**config.mk**
```make
export PLATFORM = sky130hd
export DESIGN_NAME = spatz_l1d_maint_ctrl_flat
export DESIGN_NICKNAME = d
export VERILOG_FILES = /design/src/rtl/spatz_l1d_maint_ctrl_pkg.sv /design/src/rtl/spatz_l1d_maint_ctrl_if.sv /design/src/rtl/spatz_l1d_maint_ctrl_walk.sv /design/src/rtl/spatz_l1d_maint_ctrl.sv /design/src/flat_wrapper.sv
export SDC_FILE = /design/constraint.sdc
export NUM_CORES = 1
export LEC_CHECK = 0
export CELL_PAD_IN_SITES_DETAIL_PLACEMENT = 0
export CELL_PAD_IN_SITES_GLOBAL_PLACEMENT = 1
export CORE_ASPECT_RATIO = 0.7
export CORE_MARGIN = 1
export CORE_UTILIZATION = 39
export DETAILED_ROUTE_END_ITERATION = 10
export PLACE_DENSITY_LB_ADDON = 0.05
export SLEW_MARGIN = 20
export SYNTH_ARGS = -nofsm -noshare
export SYNTH_HDL_FRONTEND = slang
export SYNTH_HIERARCHICAL = 1
export SYNTH_SLANG_ARGS = --single-unit
```
**constraint.sdc**
```tcl
create_clock -name clk_i -period 5.8 [get_ports clk_i]
set_input_delay 1.16 -clock clk_i [delete_from_list [all_inputs] [get_ports clk_i]]
set_output_delay 1.16 -clock clk_i [all_outputs]
set_load 0.005 [all_outputs]
```
**src/rtl/spatz_l1d_maint_ctrl_pkg.sv**
```systemverilog
// Shared types for the L1D maintenance controller.
//   maint_insn_e  : 2-bit maintenance instruction from the cluster peripheral
//   maint_op_e    : 2-bit per-line operation sent to the tag/data controller
//   maint_state_e : controller FSM state
//   insn_to_op()  : maps an instruction to its per-line operation
package spatz_l1d_maint_pkg;

  typedef enum logic [1:0] {
    INSN_FLUSH       = 2'b00,
    INSN_INVAL       = 2'b01,
    INSN_FLUSH_INVAL = 2'b10,
    INSN_RSVD        = 2'b11
  } maint_insn_e;

  typedef enum logic [1:0] {
    OP_FLUSH       = 2'b00,
    OP_INVAL       = 2'b01,
    OP_FLUSH_INVAL = 2'b10
  } maint_op_e;

  typedef enum logic [1:0] {
    ST_IDLE,
    ST_WALK,
    ST_DRAIN,
    ST_DONE
  } maint_state_e;

  // The reserved encoding never issues line ops, so its mapping is irrelevant.
  function automatic maint_op_e insn_to_op(maint_insn_e insn);
    case (insn)
      INSN_INVAL:       return OP_INVAL;
      INSN_FLUSH_INVAL: return OP_FLUSH_INVAL;
      default:          return OP_FLUSH;
    endcase
  endfunction

endpackage

```
**src/rtl/spatz_l1d_maint_ctrl_if.sv**
```systemverilog
// Bus bundle between the maintenance controller and its environment
// (cluster peripheral on the insn side, L1D tag/data controller on the line-op side).
//   insn / insn_valid / insn_ready / spm_size / busy : peripheral side
//   maint_req_* / maint_rsp_valid                    : line-op side
// Modports: slave = the maintenance controller, master = its environment.
interface spatz_l1d_maint_ctrl_if
  import spatz_l1d_maint_pkg::*;
#(
  parameter int unsigned SetIdxWidth = 6,
  parameter int unsigned WayIdxWidth = 2
);
  logic [1:0]             insn;
  logic                   insn_valid;
  logic                   insn_ready;
  logic [5:0]             spm_size;
  logic                   busy;
  logic                   maint_req_valid;
  logic                   maint_req_ready;
  logic [SetIdxWidth-1:0] maint_req_set;
  logic [WayIdxWidth-1:0] maint_req_way;
  maint_op_e              maint_req_op;
  logic                   maint_rsp_valid;

  modport master (
    output insn, insn_valid, spm_size, maint_req_ready, maint_rsp_valid,
    input  insn_ready, busy, maint_req_valid, maint_req_set, maint_req_way, maint_req_op
  );

  modport slave (
    input  insn, insn_valid, spm_size, maint_req_ready, maint_rsp_valid,
    output insn_ready, busy, maint_req_valid, maint_req_set, maint_req_way, maint_req_op
  );
endinterface

```
**src/rtl/spatz_l1d_maint_ctrl_walk.sv**
```systemverilog
// Set/way address generator for the maintenance walk.
// Order is set-major, way-minor; each set covers ways start_way..NrWays-1.
//   clk_i, rst_ni : clock, async active-low reset
//   load_i        : restart the walk at (0, start_way_i) and remember start_way_i
//   start_way_i   : first non-SPM way
//   advance_i     : step to the next line
//   set_o, way_o  : current line
//   last_o        : current line is the final one of the walk
module spatz_l1d_maint_walk #(
  parameter int unsigned NrSets = 64,
  parameter int unsigned NrWays = 4,
  localparam int unsigned SetIdxWidth = $clog2(NrSets),
  localparam int unsigned WayIdxWidth = $clog2(NrWays)
) (
  input  logic                   clk_i,
  input  logic                   rst_ni,
  input  logic                   load_i,
  input  logic [WayIdxWidth-1:0] start_way_i,
  input  logic                   advance_i,
  output logic [SetIdxWidth-1:0] set_o,
  output logic [WayIdxWidth-1:0] way_o,
  output logic                   last_o
);
  localparam logic [SetIdxWidth-1:0] SetLast = SetIdxWidth'(NrSets - 1);
  localparam logic [WayIdxWidth-1:0] WayLast = WayIdxWidth'(NrWays - 1);

  logic [SetIdxWidth-1:0] set_q, set_d;
  logic [WayIdxWidth-1:0] way_q, way_d, start_q, start_d;

  always_comb begin
    set_d   = set_q;
    way_d   = way_q;
    start_d = start_q;
    if (load_i) begin
      set_d   = '0;
      way_d   = start_way_i;
      start_d = start_way_i;
    end else if (advance_i) begin
      // Wrapping back to the latched start way keeps SPM ways untouched in every set.
      if (way_q == WayLast) begin
        way_d = start_q;
        set_d = set_q + SetIdxWidth'(1);
      end else begin
        way_d = way_q + WayIdxWidth'(1);
      end
    end
  end

  always_ff @(posedge clk_i or negedge rst_ni) begin
    if (!rst_ni) begin
      set_q   <= '0;
      way_q   <= '0;
      start_q <= '0;
    end else begin
      set_q   <= set_d;
      way_q   <= way_d;
      start_q <= start_d;
    end
  end

  assign set_o  = set_q;
  assign way_o  = way_q;
  assign last_o = (set_q == SetLast) && (way_q == WayLast);
endmodule

```
**src/rtl/spatz_l1d_maint_ctrl.sv**
```systemverilog
// L1D maintenance responder: accepts flush/invalidate insns from the cluster
// peripheral, walks every non-SPM line issuing per-line ops, waits for all
// responses and then returns a one-cycle insn_ready pulse.
//   clk_i, rst_ni : clock, async active-low reset
//   bus_if        : spatz_l1d_maint_ctrl_if.slave (insn + line-op handshakes)
//   perf_lines_o  : accepted line ops of the last insn  (SPATZ_L1D_MAINT_PERF_EN only)
//   perf_cycles_o : busy cycles of the last insn         (SPATZ_L1D_MAINT_PERF_EN only)
// Optional feature macro: SPATZ_L1D_MAINT_PERF_EN.
module spatz_l1d_maint_ctrl
  import spatz_l1d_maint_pkg::*;
#(
  parameter int unsigned NrSets         = 64,
  parameter int unsigned NrWays         = 4,
  parameter int unsigned MaxOutstanding = 4,
  localparam int unsigned SetIdxWidth   = $clog2(NrSets),
  localparam int unsigned WayIdxWidth   = $clog2(NrWays)
) (
  input  logic                 clk_i,
  input  logic                 rst_ni,
  spatz_l1d_maint_ctrl_if.slave bus_if
`ifdef SPATZ_L1D_MAINT_PERF_EN
  ,
  output logic [31:0]          perf_lines_o,
  output logic [31:0]          perf_cycles_o
`endif
);
  localparam int unsigned OutWidth = $clog2(MaxOutstanding + 1);
  localparam logic [OutWidth-1:0] OutMax = OutWidth'(MaxOutstanding);

  maint_state_e           state_q, state_d;
  maint_insn_e            insn_q, insn_d;
  logic [OutWidth-1:0]    outstanding_q, outstanding_d;
  logic                   req_valid, req_hs, rsp_ok, accept, spm_full;
  logic                   walk_last;
  logic [SetIdxWidth-1:0] walk_set;
  logic [WayIdxWidth-1:0] walk_way;

  // SPM sizes at or above NrWays leave no cache ways to walk.
  assign spm_full  = {1'b0, bus_if.spm_size} >= 7'(NrWays);
  assign req_valid = (state_q == ST_WALK) && (outstanding_q != OutMax);
  assign req_hs    = req_valid && bus_if.maint_req_ready;
  assign rsp_ok    = bus_if.maint_rsp_valid && (outstanding_q != '0);

  // Outstanding counter: a handshake and a response in the same cycle cancel.
  always_comb begin
    outstanding_d = outstanding_q;
    case ({req_hs, rsp_ok})
      2'b10:   outstanding_d = outstanding_q + OutWidth'(1);
      2'b01:   outstanding_d = outstanding_q - OutWidth'(1);
      default: outstanding_d = outstanding_q;
    endcase
  end

  // FSM next state. Drain completion looks at outstanding_d so a response
  // arriving in the same cycle already counts.
  always_comb begin
    state_d = state_q;
    insn_d  = insn_q;
    accept  = 1'b0;
    case (state_q)
      ST_IDLE: begin
        if (bus_if.insn_valid) begin
          accept  = 1'b1;
          insn_d  = maint_insn_e'(bus_if.insn);
          state_d = (maint_insn_e'(bus_if.insn) == INSN_RSVD || spm_full) ? ST_DONE : ST_WALK;
        end
      end
      ST_WALK: begin
        if (req_hs && walk_last) state_d = (outstanding_d == '0) ? ST_DONE : ST_DRAIN;
      end
      ST_DRAIN: begin
        if (outstanding_d == '0) state_d = ST_DONE;
      end
      ST_DONE:  state_d = ST_IDLE;
      default:  state_d = ST_IDLE;
    endcase
  end

  always_ff @(posedge clk_i or negedge rst_ni) begin
    if (!rst_ni) begin
      state_q       <= ST_IDLE;
      insn_q        <= INSN_FLUSH;
      outstanding_q <= '0;
    end else begin
      state_q       <= state_d;
      insn_q        <= insn_d;
      outstanding_q <= outstanding_d;
    end
  end

  spatz_l1d_maint_walk #(
    .NrSets (NrSets),
    .NrWays (NrWays)
  ) i_walk (
    .clk_i       (clk_i),
    .rst_ni      (rst_ni),
    .load_i      (accept),
    .start_way_i (bus_if.spm_size[WayIdxWidth-1:0]),
    .advance_i   (req_hs),
    .set_o       (walk_set),
    .way_o       (walk_way),
    .last_o      (walk_last)
  );

  assign bus_if.maint_req_valid = req_valid;
  assign bus_if.maint_req_set   = walk_set;
  assign bus_if.maint_req_way   = walk_way;
  assign bus_if.maint_req_op    = insn_to_op(insn_q);
  assign bus_if.insn_ready      = (state_q == ST_DONE);
  assign bus_if.busy            = (state_q != ST_IDLE);

`ifdef SPATZ_L1D_MAINT_PERF_EN
  logic [31:0] perf_lines_q, perf_cycles_q;

  // Counters restart on acceptance and saturate instead of wrapping.
  always_ff @(posedge clk_i or negedge rst_ni) begin
    if (!rst_ni) begin
      perf_lines_q  <= '0;
      perf_cycles_q <= '0;
    end else if (accept) begin
      perf_lines_q  <= '0;
      perf_cycles_q <= '0;
    end else begin
      if (req_hs && perf_lines_q != '1) perf_lines_q <= perf_lines_q + 32'd1;
      if (state_q != ST_IDLE && perf_cycles_q != '1) perf_cycles_q <= perf_cycles_q + 32'd1;
    end
  end

  assign perf_lines_o  = perf_lines_q;
  assign perf_cycles_o = perf_cycles_q;
`endif

  // The peripheral lock must keep new insns away while busy.
  a_insn_while_busy: assert property (@(posedge clk_i) disable iff (!rst_ni)
    !(bus_if.insn_valid && state_q != ST_IDLE));

  // Every response must belong to an accepted request.
  a_rsp_without_req: assert property (@(posedge clk_i) disable iff (!rst_ni)
    !(bus_if.maint_rsp_valid && outstanding_q == '0));
endmodule
```
**src/flat_wrapper.sv**
```systemverilog
// flat-port wrapper written by rule: the top's interface ports become plain ports
module spatz_l1d_maint_ctrl_flat import spatz_l1d_maint_pkg::*;
#(
  parameter int unsigned NrSets         = 64,
  parameter int unsigned NrWays         = 4,
  parameter int unsigned MaxOutstanding = 4,
  localparam int unsigned SetIdxWidth   = $clog2(NrSets),
  localparam int unsigned WayIdxWidth   = $clog2(NrWays)
)
  (clk_i, rst_ni, bus_if_insn, bus_if_insn_valid, bus_if_spm_size, bus_if_maint_req_ready, bus_if_maint_rsp_valid, bus_if_insn_ready, bus_if_busy, bus_if_maint_req_valid, bus_if_maint_req_set, bus_if_maint_req_way, bus_if_maint_req_op);
  spatz_l1d_maint_ctrl_if bus_if_i ();
  input  logic clk_i;
  input  logic rst_ni;
  input wire logic [$bits(bus_if_i.insn)-1:0] bus_if_insn;
  input wire logic [$bits(bus_if_i.insn_valid)-1:0] bus_if_insn_valid;
  input wire logic [$bits(bus_if_i.spm_size)-1:0] bus_if_spm_size;
  input wire logic [$bits(bus_if_i.maint_req_ready)-1:0] bus_if_maint_req_ready;
  input wire logic [$bits(bus_if_i.maint_rsp_valid)-1:0] bus_if_maint_rsp_valid;
  output wire logic [$bits(bus_if_i.insn_ready)-1:0] bus_if_insn_ready;
  output wire logic [$bits(bus_if_i.busy)-1:0] bus_if_busy;
  output wire logic [$bits(bus_if_i.maint_req_valid)-1:0] bus_if_maint_req_valid;
  output wire logic [$bits(bus_if_i.maint_req_set)-1:0] bus_if_maint_req_set;
  output wire logic [$bits(bus_if_i.maint_req_way)-1:0] bus_if_maint_req_way;
  output wire logic [$bits(bus_if_i.maint_req_op)-1:0] bus_if_maint_req_op;
  assign bus_if_i.insn = bus_if_insn;
  assign bus_if_i.insn_valid = bus_if_insn_valid;
  assign bus_if_i.spm_size = bus_if_spm_size;
  assign bus_if_i.maint_req_ready = bus_if_maint_req_ready;
  assign bus_if_i.maint_rsp_valid = bus_if_maint_rsp_valid;
  assign bus_if_insn_ready = bus_if_i.insn_ready;
  assign bus_if_busy = bus_if_i.busy;
  assign bus_if_maint_req_valid = bus_if_i.maint_req_valid;
  assign bus_if_maint_req_set = bus_if_i.maint_req_set;
  assign bus_if_maint_req_way = bus_if_i.maint_req_way;
  assign bus_if_maint_req_op = bus_if_i.maint_req_op;
  spatz_l1d_maint_ctrl #(.NrSets(NrSets), .NrWays(NrWays), .MaxOutstanding(MaxOutstanding)) u_core (.clk_i(clk_i), .rst_ni(rst_ni), .bus_if(bus_if_i));
endmodule
```
==> metrics.sh <==
WORST_SETUP_HOLD_PATH_CLK_SLEW_NS=0.07
IOPINCOUNT=26
WORST_SLEW_MARGIN_REL_PCT=49.7
POWER_LEAKAGE_nW=0.571
COREAREA_MM2=0.00251
KIND_OF_START_POINT_OF_THE_CRITICAL_PATH='primary input'
POWER-PER-CELL-AREA_mW_PER_MM2=454
GRT_MAX_DEGREE=18
CLK-INSERTION-DELAY-LATE_NS=0.25
ROUTE.FINAL.WIRE_LENGTH_UM=2000
SWITCHING_SHARE_PCT=36.9
CTS-HTREE-LEVELS=1
SLEW_VIOL_FINAL=0
CTSLONGESTPATHBUFFERS=2
ANTENNA_FOUND_INITIAL=0
SHARE_COMB_OF_TOTAL_POWER_PCT=52.8
TIMING.HOLD.WORST.CLASS='flop to flop'
CTSROOTBUFFERMASTER='clkbuf_8'
DPL-INSTANCE-AREA_MM2=0.00131
WL_PER_CELL_UM=12.1
TIMING.MAX_CAP.VIOLATIONS=0
YOSYS-TOP-CELLS-AREA='dfrtp_1, ha_1, buf_6'
TRITONCTS_NUM_SINKS=17
PERIOD_SHARE_PCT=64.3
FINAL_CORE_UTILIZATION_PCT=54.0
FIRST_ITER_VIOLATIONS=8
POSTCTSSETUPBUFFERS=0
YS_WARN_COUNT=6
FIRST_GLOBAL_VIAS=721
YS_SEQ_ELEMENTS=17
SWITCHING_POWER_SUMMED_OVER_ALL_NETS_uW=228
AREA_GROWTH_FROM_SYNTHESIS_TO_FINAL_LAYOUT_PCT=27.6
NETS=154
WORST_PIN_SLEW_NS=0.752
DIE_H_UM=45.7
SYNTH.NET_COUNT=128
MAPPEDNETLISTAREA_MM2=0.00106
GRT_SETUP_UNREPAIRED='false'
CTS_INSERTED_BUFFERS=3
FILLERINSTANCES=234
FIN_AREA_MM2=0.00136
PORT_BUFFERS=25
CTS_TREE='done'
TOTAL_POWER_uW=617
CTS_HOLD_REPAIR.BUFFERS=0
DIE_X_UM=64.5
CTS_REPAIR_RESIZE_COUNT=0
WORSTPATHARRIVAL_NS=3.87
DETAIL_ROUTE.VIAS_PER_CELL=4.84
SETUP_TOTAL_NEGATIVE_SLACK_NS=0
SYNTH_FF_TYPE='dfrtp_1'
WORST_CLOCK_SKEW_NS=0.00556
IRDROPWORSTVDD_uV=220
FINALWORSTPATHREQUIREDPERIOD_NS=3.73
INITIAL_CORE_UTIL_PCT=42.3
FIN_WORST_HOLD_SLACK_NS=0.522
FINAL_ANTENNA_NET_COUNT=0
CRITICAL_PATH_CLASS='primary input to flop'
ROWS=15
DRC=0
SYNTHCELLS=106
P_INT_uW=389
LAYOUT-DRIVE-GT1-SHARE_PCT=9.92
GPL.FINAL_WEIGHTED_CONGESTION=0.733
MOST_FREQUENT_CELL_AFTER_SYNTHESIS='dfrtp_1'
SYNTHESIS.AREA_PER_INSTANCE_UM2=10.0
YS_SEQ_AREA_SHARE_PCT=40.0
TOTAL_DIE_AREA_MM2=0.00295
SYNTH_ASYNC_SR_FLOP_SHARE_PCT=100
GR-USAGE-ALL-LAYERS_PCT=15.1
MAX_FREQ_MHz=268
CRITICAL_PATH.MAX_FANOUT=9
WORSTPATHREQUIRED_NS=5.94
DETAILROUTE.VIA_COUNT=798
PROPORTION_OF_POWER_DRAWN_BY_THE_CLOCK_NETWORK_PCT=14.1
YOSYSTOPAREACELL='dfrtp_1'
COUNT_OF_FLIP_FLOPS_WITH_A_BUILT_IN_ENABLE_AFTER_SYNTHESIS=0
TIMING.CRITICAL_PATH.TO_TYPE='flop'
ANTENNA-DIODE-COUNT=0
WIRE_LENGTH_OF_THE_FIRST_GLOBAL_ROUTING_PASS_UM=3220
SYNTH_UNIQUE_CELLS=37
DRT_PASS1_ITERATIONS=4
SHARE_SEQ_OF_TOTAL_POWER_PCT=33.2
SETUP_VIOL=0
OUTCOME='finished clean'
DP_HPWL_UM=1530
SYNTH_LARGEST_TYPE_AREA_FRACTION_PCT=40.0
GLOBAL_ROUTE.OVERFLOW_TOTAL=0
FINAL_HOLD_VIOL_COUNT=0
SYNTHTOPCELLSBYCOUNT='dfrtp_1, nand2_1, ha_1'
==> cells in the final DEF, fill, tap and decap left out, types with 2 or more instances in the layout <==
cell and count:
clkdlybuf4s50_1 25, dfrtp_1 17, nand2_1 12, ha_1 8, inv_1 7, o21ai_0 6, nand3_1 5, nor2_1 4
a21oi_1 4, clkbuf_8 3, mux2_2 3, nor2b_1 2, xnor2_1 2, o21a_1 2, nor3_1 2, nor3b_2 2
mux2i_1 2, or3_1 2, xor2_1 2, nand2b_1 2
==> final cells by class <==
type	count	area [um^2]	share of cell area, %
Clock buffer	3	41.3	3.04
Clock inverter	1	5.00	0.368
Inverter	7	26.3	1.93
Multi-Input combinational cell	78	568	41.8
Sequential cell	17	425	31.3
Tap cell	34	42.5	3.13
Timing Repair Buffer	25	250	18.4
==> logic make-up (layout without fill, tap and decap cells) <==
kind of cell / Yosys count / in the layout / synth area share, %
xor+xnor: 4 / 4 / 3.29
compound gates: 21 / 21 / 13.5
simple gates: 39 / 39 / 20.2
mux: 5 / 5 / 5.05
buf+inv: 11 / 36 / 6.70
flops: 17 / 17 / 40.0
fa+ha+maj: 9 / 9 / 11.3
==> registers in the layout (all words and copies together), names as in the netlist <==
register               cells
u_core/i_walk/set_o        6
u_core/outstanding_q       3
u_core/i_walk/start_q      2
u_core/i_walk/way_o        2
u_core/insn_q              2
u_core/state_q             2
==> stage by stage <==
step,worst slack (ns),std cells
floorplan,2.66,106
global placement,1.91,161
detailed placement,1.81,161
CTS,2.07,165
global route,1.90,165
finish,2.07,165
==> final timing paths <==
| kind | from | endpoint | slack (ns) | cells after the start |
|---|---|---|---|---|
| max | bus_if_maint_req_ready | u_core/state_q[0]$_DFFE_PN0P_ | 2.07 | 10 |
| min | u_core/insn_q[0]$_DFFE_PN0P_ | u_core/insn_q[0]$_DFFE_PN0P_ | 0.52 | 1 |
| max reg2reg | u_core/state_q[1]$_DFFE_PN0P_ | u_core/state_q[0]$_DFFE_PN0P_ | 2.65 | 11 |
| min reg2reg | u_core/insn_q[0]$_DFFE_PN0P_ | u_core/insn_q[0]$_DFFE_PN0P_ | 0.52 | 1 |
| max in group asynchronous | rst_ni | u_core/i_walk/start_q[1]$_DFFE_PN0P_ | 3.97 | 1 |
| min in group asynchronous | rst_ni | u_core/i_walk/set_o[4]$_DFFE_PN0P_ | 1.35 | 1 |
==> metal layers <==
layer / GRT usage, % / vias to the layer above / wire, um
met3: 5.75 / 0 / 120
met1: 21.5 / 354 / 1030
met5: 0 / - / 0
met4: 2.67 / 0 / 0
li1: - / 422 / -
met2: 22.1 / 22 / 847
==> critical path, cell delays in order <==
cell and delay (ns):
clkdlybuf4s50_1 0.47, and3_1 0.36, inv_1 0.08, ha_1 0.24, fa_1 0.39, xnor2_1 0.26, o32ai_1 0.14, o21a_1 0.20
o41a_1 0.37, o22a_1 0.18
==> power groups by stage <==
stage | combinational (mW) | clock (mW) | sequential (mW)
floorplan | 0.239 | 0 | 0.199
global placement | 0.315 | 0 | 0.208
detailed placement | 0.323 | 0 | 0.207
CTS | 0.327 | 0.0897 | 0.205
global route | 0.364 | 0.0951 | 0.212
finish | 0.325 | 0.0867 | 0.205
No activity file was read; power rests on OpenSTA's default activity.
